<file path="src/rtl/sockit_spi_ser.sv">
// ---------------------------------------------------------------------------
// sockit_spi_ser
// Serializer and SPI pin engine on the SPI-clock side of the master.
// Pops command words from the CDC FIFO (ctl_* vld/rdy), shifts them out
// MSB-first on 1, 2 or 4 lanes in SPI mode 0 (SCLK = spi_clk/2, idles low).
// It captures the input lanes on each SCLK rise and, when asked, pushes the
// captured word into the return FIFO (rdt_* vld/rdy).
//
// Ports
//   spi_clk, spi_rst   clock, asynchronous active-low reset
//   spi_clr            synchronous abort, returns to idle with ss_n high
//   ctl_dat/len/iom    TX word, SCLK cycle count, lane mode (00/11 single,
//                      01 dual, 10 quad)
//   ctl_oen            drive the active lanes (single mode always drives sio[0])
//   ctl_ssn            release ss_n after this command
//   ctl_rdr            return captured data on rdt_*
//   ctl_vld/ctl_rdy    command handshake (ctl_rdy high only while idle)
//   rdt_dat/vld/rdy    captured read data handshake
//   spi_sclk, spi_ssn  SPI clock and slave select
//   sio_o/sio_e/sio_i  lane outputs, output enables, lane inputs
// ---------------------------------------------------------------------------
module sockit_spi_ser #(
  parameter int unsigned DW = 32,
  parameter int unsigned LW = 6
) (
  input  logic          spi_clk,
  input  logic          spi_rst,
  input  logic          spi_clr,
  input  logic [DW-1:0] ctl_dat,
  input  logic [LW-1:0] ctl_len,
  input  logic [1:0]    ctl_iom,
  input  logic          ctl_oen,
  input  logic          ctl_ssn,
  input  logic          ctl_rdr,
  input  logic          ctl_vld,
  output logic          ctl_rdy,
  output logic [DW-1:0] rdt_dat,
  output logic          rdt_vld,
  input  logic          rdt_rdy,
  output logic          spi_sclk,
  output logic          spi_ssn,
  output logic [3:0]    sio_o,
  output logic [3:0]    sio_e,
  input  logic [3:0]    sio_i
);

  localparam logic [1:0] IOM_DUAL = 2'b01;
  localparam logic [1:0] IOM_QUAD = 2'b10;

  typedef enum logic [2:0] {
    IDLE = 3'd0,
    LOW  = 3'd1,
    HIGH = 3'd2,
    DONE = 3'd3,
    RESP = 3'd4
  } state_t;

  state_t        state;
  logic [DW-1:0] tx;
  logic [DW-1:0] rx;
  logic [LW-1:0] cnt;
  logic [1:0]    iom;
  logic          ssn_q;
  logic          rdr_q;

  // Lane values presented for the current top-of-shifter bits.
  function automatic logic [3:0] lane_out(input logic [DW-1:0] d, input logic [1:0] m);
    case (m)
      IOM_DUAL: lane_out = {2'b00, d[DW-1 -: 2]};
      IOM_QUAD: lane_out = d[DW-1 -: 4];
      default:  lane_out = {3'b000, d[DW-1]};
    endcase
  endfunction

  // Output enables: single mode always owns MOSI, multi-lane follows ctl_oen.
  function automatic logic [3:0] lane_en(input logic [1:0] m, input logic oen);
    case (m)
      IOM_DUAL: lane_en = oen ? 4'b0011 : 4'b0000;
      IOM_QUAD: lane_en = oen ? 4'b1111 : 4'b0000;
      default:  lane_en = 4'b0001;
    endcase
  endfunction

  // TX shift by the lane count, zero fill so over-long commands send zeros.
  function automatic logic [DW-1:0] shift_tx(input logic [DW-1:0] d, input logic [1:0] m);
    case (m)
      IOM_DUAL: shift_tx = {d[DW-3:0], 2'b00};
      IOM_QUAD: shift_tx = {d[DW-5:0], 4'b0000};
      default:  shift_tx = {d[DW-2:0], 1'b0};
    endcase
  endfunction

  // RX shift; single mode reads MISO on sio[1], older bits fall off the top.
  function automatic logic [DW-1:0] shift_rx(input logic [DW-1:0] r, input logic [1:0] m,
                                             input logic [3:0] i);
    case (m)
      IOM_DUAL: shift_rx = {r[DW-3:0], i[1:0]};
      IOM_QUAD: shift_rx = {r[DW-5:0], i};
      default:  shift_rx = {r[DW-2:0], i[1]};
    endcase
  endfunction

  // Pin engine FSM; every output is a register.
  always_ff @(posedge spi_clk or negedge spi_rst) begin
    if (!spi_rst) begin
      state    <= IDLE;
      tx       <= '0;
      rx       <= '0;
      cnt      <= '0;
      iom      <= 2'b00;
      ssn_q    <= 1'b0;
      rdr_q    <= 1'b0;
      ctl_rdy  <= 1'b1;
      rdt_dat  <= '0;
      rdt_vld  <= 1'b0;
      spi_sclk <= 1'b0;
      spi_ssn  <= 1'b1;
      sio_o    <= 4'b0000;
      sio_e    <= 4'b0000;
    end else if (spi_clr) begin
      // Abort wins over everything, including a command handshake this cycle.
      state    <= IDLE;
      ctl_rdy  <= 1'b1;
      rdt_vld  <= 1'b0;
      spi_sclk <= 1'b0;
      spi_ssn  <= 1'b1;
      sio_o    <= 4'b0000;
      sio_e    <= 4'b0000;
    end else begin
      case (state)
        IDLE: begin
          if (ctl_vld && ctl_rdy) begin
            tx      <= ctl_dat;
            rx      <= '0;
            cnt     <= ctl_len;
            iom     <= ctl_iom;
            ssn_q   <= ctl_ssn;
            rdr_q   <= ctl_rdr;
            sio_o   <= lane_out(ctl_dat, ctl_iom);
            sio_e   <= lane_en(ctl_iom, ctl_oen);
            spi_ssn <= 1'b0;
            ctl_rdy <= 1'b0;
            state   <= (ctl_len == '0) ? DONE : LOW;
          end
        end
        LOW: begin
          // Mode 0: slave data is sampled on the SCLK rising edge.
          rx       <= shift_rx(rx, iom, sio_i);
          spi_sclk <= 1'b1;
          state    <= HIGH;
        end
        HIGH: begin
          // Falling edge: advance the shifter so new data is set up for the next rise.
          tx       <= shift_tx(tx, iom);
          sio_o    <= lane_out(shift_tx(tx, iom), iom);
          cnt      <= cnt - LW'(1);
          spi_sclk <= 1'b0;
          state    <= (cnt != LW'(1)) ? LOW : DONE;
        end
        DONE: begin
          sio_e <= 4'b0000;
          if (ssn_q) spi_ssn <= 1'b1;
          if (rdr_q) begin
            rdt_dat <= rx;
            rdt_vld <= 1'b1;
            state   <= RESP;
          end else begin
            ctl_rdy <= 1'b1;
            state   <= IDLE;
          end
        end
        RESP: begin
          if (rdt_rdy) begin
            rdt_vld <= 1'b0;
            ctl_rdy <= 1'b1;
            state   <= IDLE;
          end
        end
        default: begin
          ctl_rdy <= 1'b1;
          state   <= IDLE;
        end
      endcase
    end
  end

endmodule
</file>
<file path="config.mk">
export PLATFORM = sky130hd
export DESIGN_NAME = sockit_spi_ser
export DESIGN_NICKNAME = d
export VERILOG_FILES = /design/src/rtl/sockit_spi_ser.sv
export SDC_FILE = /design/constraint.sdc
export NUM_CORES = 1
export LEC_CHECK = 0
export BUFFER_PORTS_ARGS = -buffer_cell sky130_fd_sc_hd__buf_2
export CAP_MARGIN = 25
export CORE_ASPECT_RATIO = 0.7
export CORE_UTILIZATION = 55
export CTS_CLUSTER_DIAMETER = 50
export DETAILED_ROUTE_END_ITERATION = 8
export PLACE_DENSITY = 0.82
export RECOVER_POWER = 50
export SLEW_MARGIN = 5
export SYNTH_ARGS = -nofsm -noshare
export SYNTH_HDL_FRONTEND = slang
export SYNTH_SLANG_ARGS = --single-unit
</file>
<file path="constraint.sdc">
create_clock -name spi_clk -period 2.2 [get_ports spi_clk]
set_input_delay 0.22 -clock spi_clk [delete_from_list [all_inputs] [get_ports spi_clk]]
set_output_delay 0.22 -clock spi_clk [all_outputs]
set_load 0.01 [all_outputs]
</file>
==> key figures <==
Outcome
  • Status: finished, final reports clean

Drt
  • Via count: 5794
  • Initial drt markers: ~700
  • Final ANT Viol Nets: 0
  • DRC Markers: 0
  • Final wirelength: 16.22 mm
  • Via-per-instance ratio: just over 6
  • Drt first pass iters: 6
  • Drt wl/cell: 17.40 µm

Synthesis
  • Post-synthesis mux area share: 6.104%
  • Largest family of logic cells by synthesized area: compound AO/OA/AOI/OAI gates
  • Ys Warns: 0
  • Top-area cell type share of the netlist area: between 40% and 50%
  • Avg Cell Area, Syn: between 9 and 10 µm²
  • Syn Nets: around 750
  • Post-synthesis xor/xnor area fraction: 0%
  • Synth top area cells: dfrtp_1 (47%), nand2_1 (6.3%), mux2_2 (5.8%)
  • Post-Synth Adder-Cell Area: under 10%
  • Async set-reset flop share out of synthesis: 100.0%
  • Top-count cell post-synth: dfrtp_1
  • Seq/Total Area, Yosys: 47.67%
  • Simple-Gate Fraction of Synth Area: between 10 and 15%
  • Post-synth top flop: dfrtp_1
  • Compound-cell area share of the yosys netlist: between 20% and 30%
  • Synth Cell Area: about 0.0063 mm²
  • Syn Inst Count: between 600 and 700
  • Seq cells post-synth: between 100 and 150
  • Netlist cell types: 55
  • Most area-hungry cell type in the Yosys netlist: dfrtp_1
  • Number of synthesized flops with an enable pin: 0
  • Commonest cells post-synth: dfrtp_1 (117), nand2_1 (105), a21oi_1 (71)

Final layout
  • P&R area growth vs syn: 19.41%
  • Multi-input logic area: 0.002987 mm²
  • Fraction of layout cells with a size suffix above 1: 19.77%
  • # diodes: 0
  • NumNets Final: slightly above 800
  • Filler cell count: 882
  • Area taken by flip-flops and latches: 0.002980 mm²
  • Fin area: 0.007466 mm²
  • Final core occ: between 60% and 70%

CTS
  • CTS H-tree lvls: 4
  • Cts bufs inserted: 17
  • Post-CTS Setup Inserts: 0
  • Bufs on Longest Clock Path: 2
  • CTS tree: done
  • Root buffer cell: clkbuf_16
  • Later-pin clock latency in the skew report: 0.41 ns
  • Clock sinks: ~120
  • Reg clk slew, reported paths: approximately 0.050 ns

Power
  • Lkg Pwr: 3.290 nW
  • Sw Ratio: 35.52%
  • Reg power frac: a little under two fifths
  • Cell internal pwr: ~0.0056 W
  • Maximum vdd drop: 0.6548 mV
  • Pwr dens: 1174 mW/mm²
  • Switch Pwr: roughly 0.0031 W
  • Clock network power share: 33.0%
  • Comb power frac: about 30%

Critical path
  • Worst path required time: between 2 and 3 ns
  • Crit Path Class: reg2reg
  • CP Launch Type: flip-flop
  • Crit Path Max Fanout: 19
  • Worst Path Arrival: 2.21 ns
  • CP endpoint kind: flip-flop

Floorplan
  • Die X: approximately 130 µm
  • Core Area: between 0.01 and 0.015 mm²
  • Top-Level Pins: 96
  • Die height: between 90 and 100 µm
  • Die ar.: about 0.012 mm²
  • Initial Utilization: between 50 and 60%
  • Rows: 32

GRT
  • Global-route wire length before repair: approximately 26 mm
  • Initial antenna violation count: 0
  • Largest net degree at the start of global routing: 63
  • Congestion Overflow GR: 0
  • Total GRT Usage: 28.87%
  • Vias in the first global route: 5208

Placement
  • DP Wirelength: roughly 10 mm
  • Port bufs: 95
  • Cell Area, Placed: 0.006910 mm²
  • GP Congestion: ~0.90

Timing
  • Clock Skew: 0.006250 ns
  • Setup TNS: 0 ns
  • Crit share post-route: a little under nine tenths
  • # setup viols final: 0
  • Min Tclk post-route: between 1.5 and 2 ns
  • Hold Fails Final Rpt: 0
  • Fin. max-slew vios: 0
  • Achievable Freq: roughly 0.53 GHz
  • Least-Margin Pin Slew: ~1.1 ns
  • Relative slew slack: 23.92%
  • RSZ-0062 raised after global routing: no

Flow run
  • Max-cap violations: 0

Worst hold path
  • Hold Crit Class: in2reg
[flip-flops by register name (all words and copies together), names as in the netlist, 2 cells and up]
name	flops
state	3
cnt	6
iom	2
rdt_dat	32
tx	31
rx	32
sio_e	3
sio_o	4
[area by class of cell]
| cell class | count | share of cell area [%] |
|---|---|---|
| clock buffer | 24 | 6.720 |
| timing repair buffer | 121 | 8.564 |
| inverter | 13 | 0.6536 |
| tap | 153 | 2.564 |
| sequential | 119 | 39.92 |
| clock inverter | 8 | 1.575 |
| multi-input combinational | 494 | 40.00 |
[power by group through the flow]
stage / Combinational [W] / Sequential, W / Clock [W]
finish: 0.00264 / 0.00323 / 0.00289
global route: 0.00294 / 0.00329 / 0.00302
CTS: 0.00262 / 0.00320 / 0.00292
detailed placement: 0.00255 / 0.00322 / 0
global placement: 0.00245 / 0.00319 / 0
floorplan: 0.00195 / 0.00307 / 0
[per-stage QoR]
stage	setup WS, ns	power, W	hold slack [ns]	std cells
floorplan	0.4933	0.005014	-0.07559	687
global placement	0.4915	0.005641	0.2670	899
detailed placement	0.3789	0.005769	0.2674	899
CTS	0.3599	0.008738	0.001354	932
global route	0.1586	0.009252	0.01989	932
finish	0.3291	0.008761	0.01169	932
[worst paths after layout]
check | from | endpoint | slack, ns | cells after the start
min reg2reg | ssn_q | ssn_q | 0.49 | 2
max reg2reg | iom[1] | tx[3] | 0.33 | 7
max | iom[1] | tx[3] | 0.33 | 7
min | ctl_rdr | rdr_q | 0.01 | 3
max in group asynchronous | spi_rst | tx[27] | 0.50 | 3
min in group asynchronous | spi_rst | rx[14] | 0.56 | 2
[layer usage]
metal / GRT usage [%] / part of all wire [%] / vias to the layer above
met1: 41.03 / 45 / 2786
met4: 9.884 / 1.6 / 0
li1: - / - / 2691
met3: 6.423 / 8.1 / 32
met5: 0 / 0 / -
met2: 43.59 / 46 / 285
[logic make-up after synthesis]
family / count (synthesis)
AO/OA/AOI/OAI: 258
multiplexers: 34
adder cells (fa/ha/maj): 6
AND/OR/NAND/NOR: 196
buffers and inverters: 74
flip-flops: 119
[critical path: stages, from the launching register on]
cell     delay [ns]
dfrtp_1        0.38
inv_1          0.09
ha_2           0.42
buf_4          0.26
nor2b_1        0.24
a221o_1        0.17
o21ai_0        0.08
o21ai_0        0.15
[cells in the final DEF (no fill, tap or decap), types with 4 or more instances in the layout]
cell type  count
ha_1           4
nand3_1       12
buf_4         19
a221o_1       29
dfrtp_1      117
a21oi_1       71
nor2b_1        5
inv_1         12
nor3_1        11
o22ai_1       31
clkbuf_8       5
nand2_1      104
mux2_2        32
a22oi_1       33
o21ai_0       67
clkbuf_1      43
nor2_1        46
clkbuf_16     17
buf_2         54
clkinv_2       4
[what timing repair did]
action,4_1_cts,5_1_grt
resized for setup,0,0
hold endpoints to repair,41,0
hold buffers,1,0
Power figures use the tool's default switching activity.
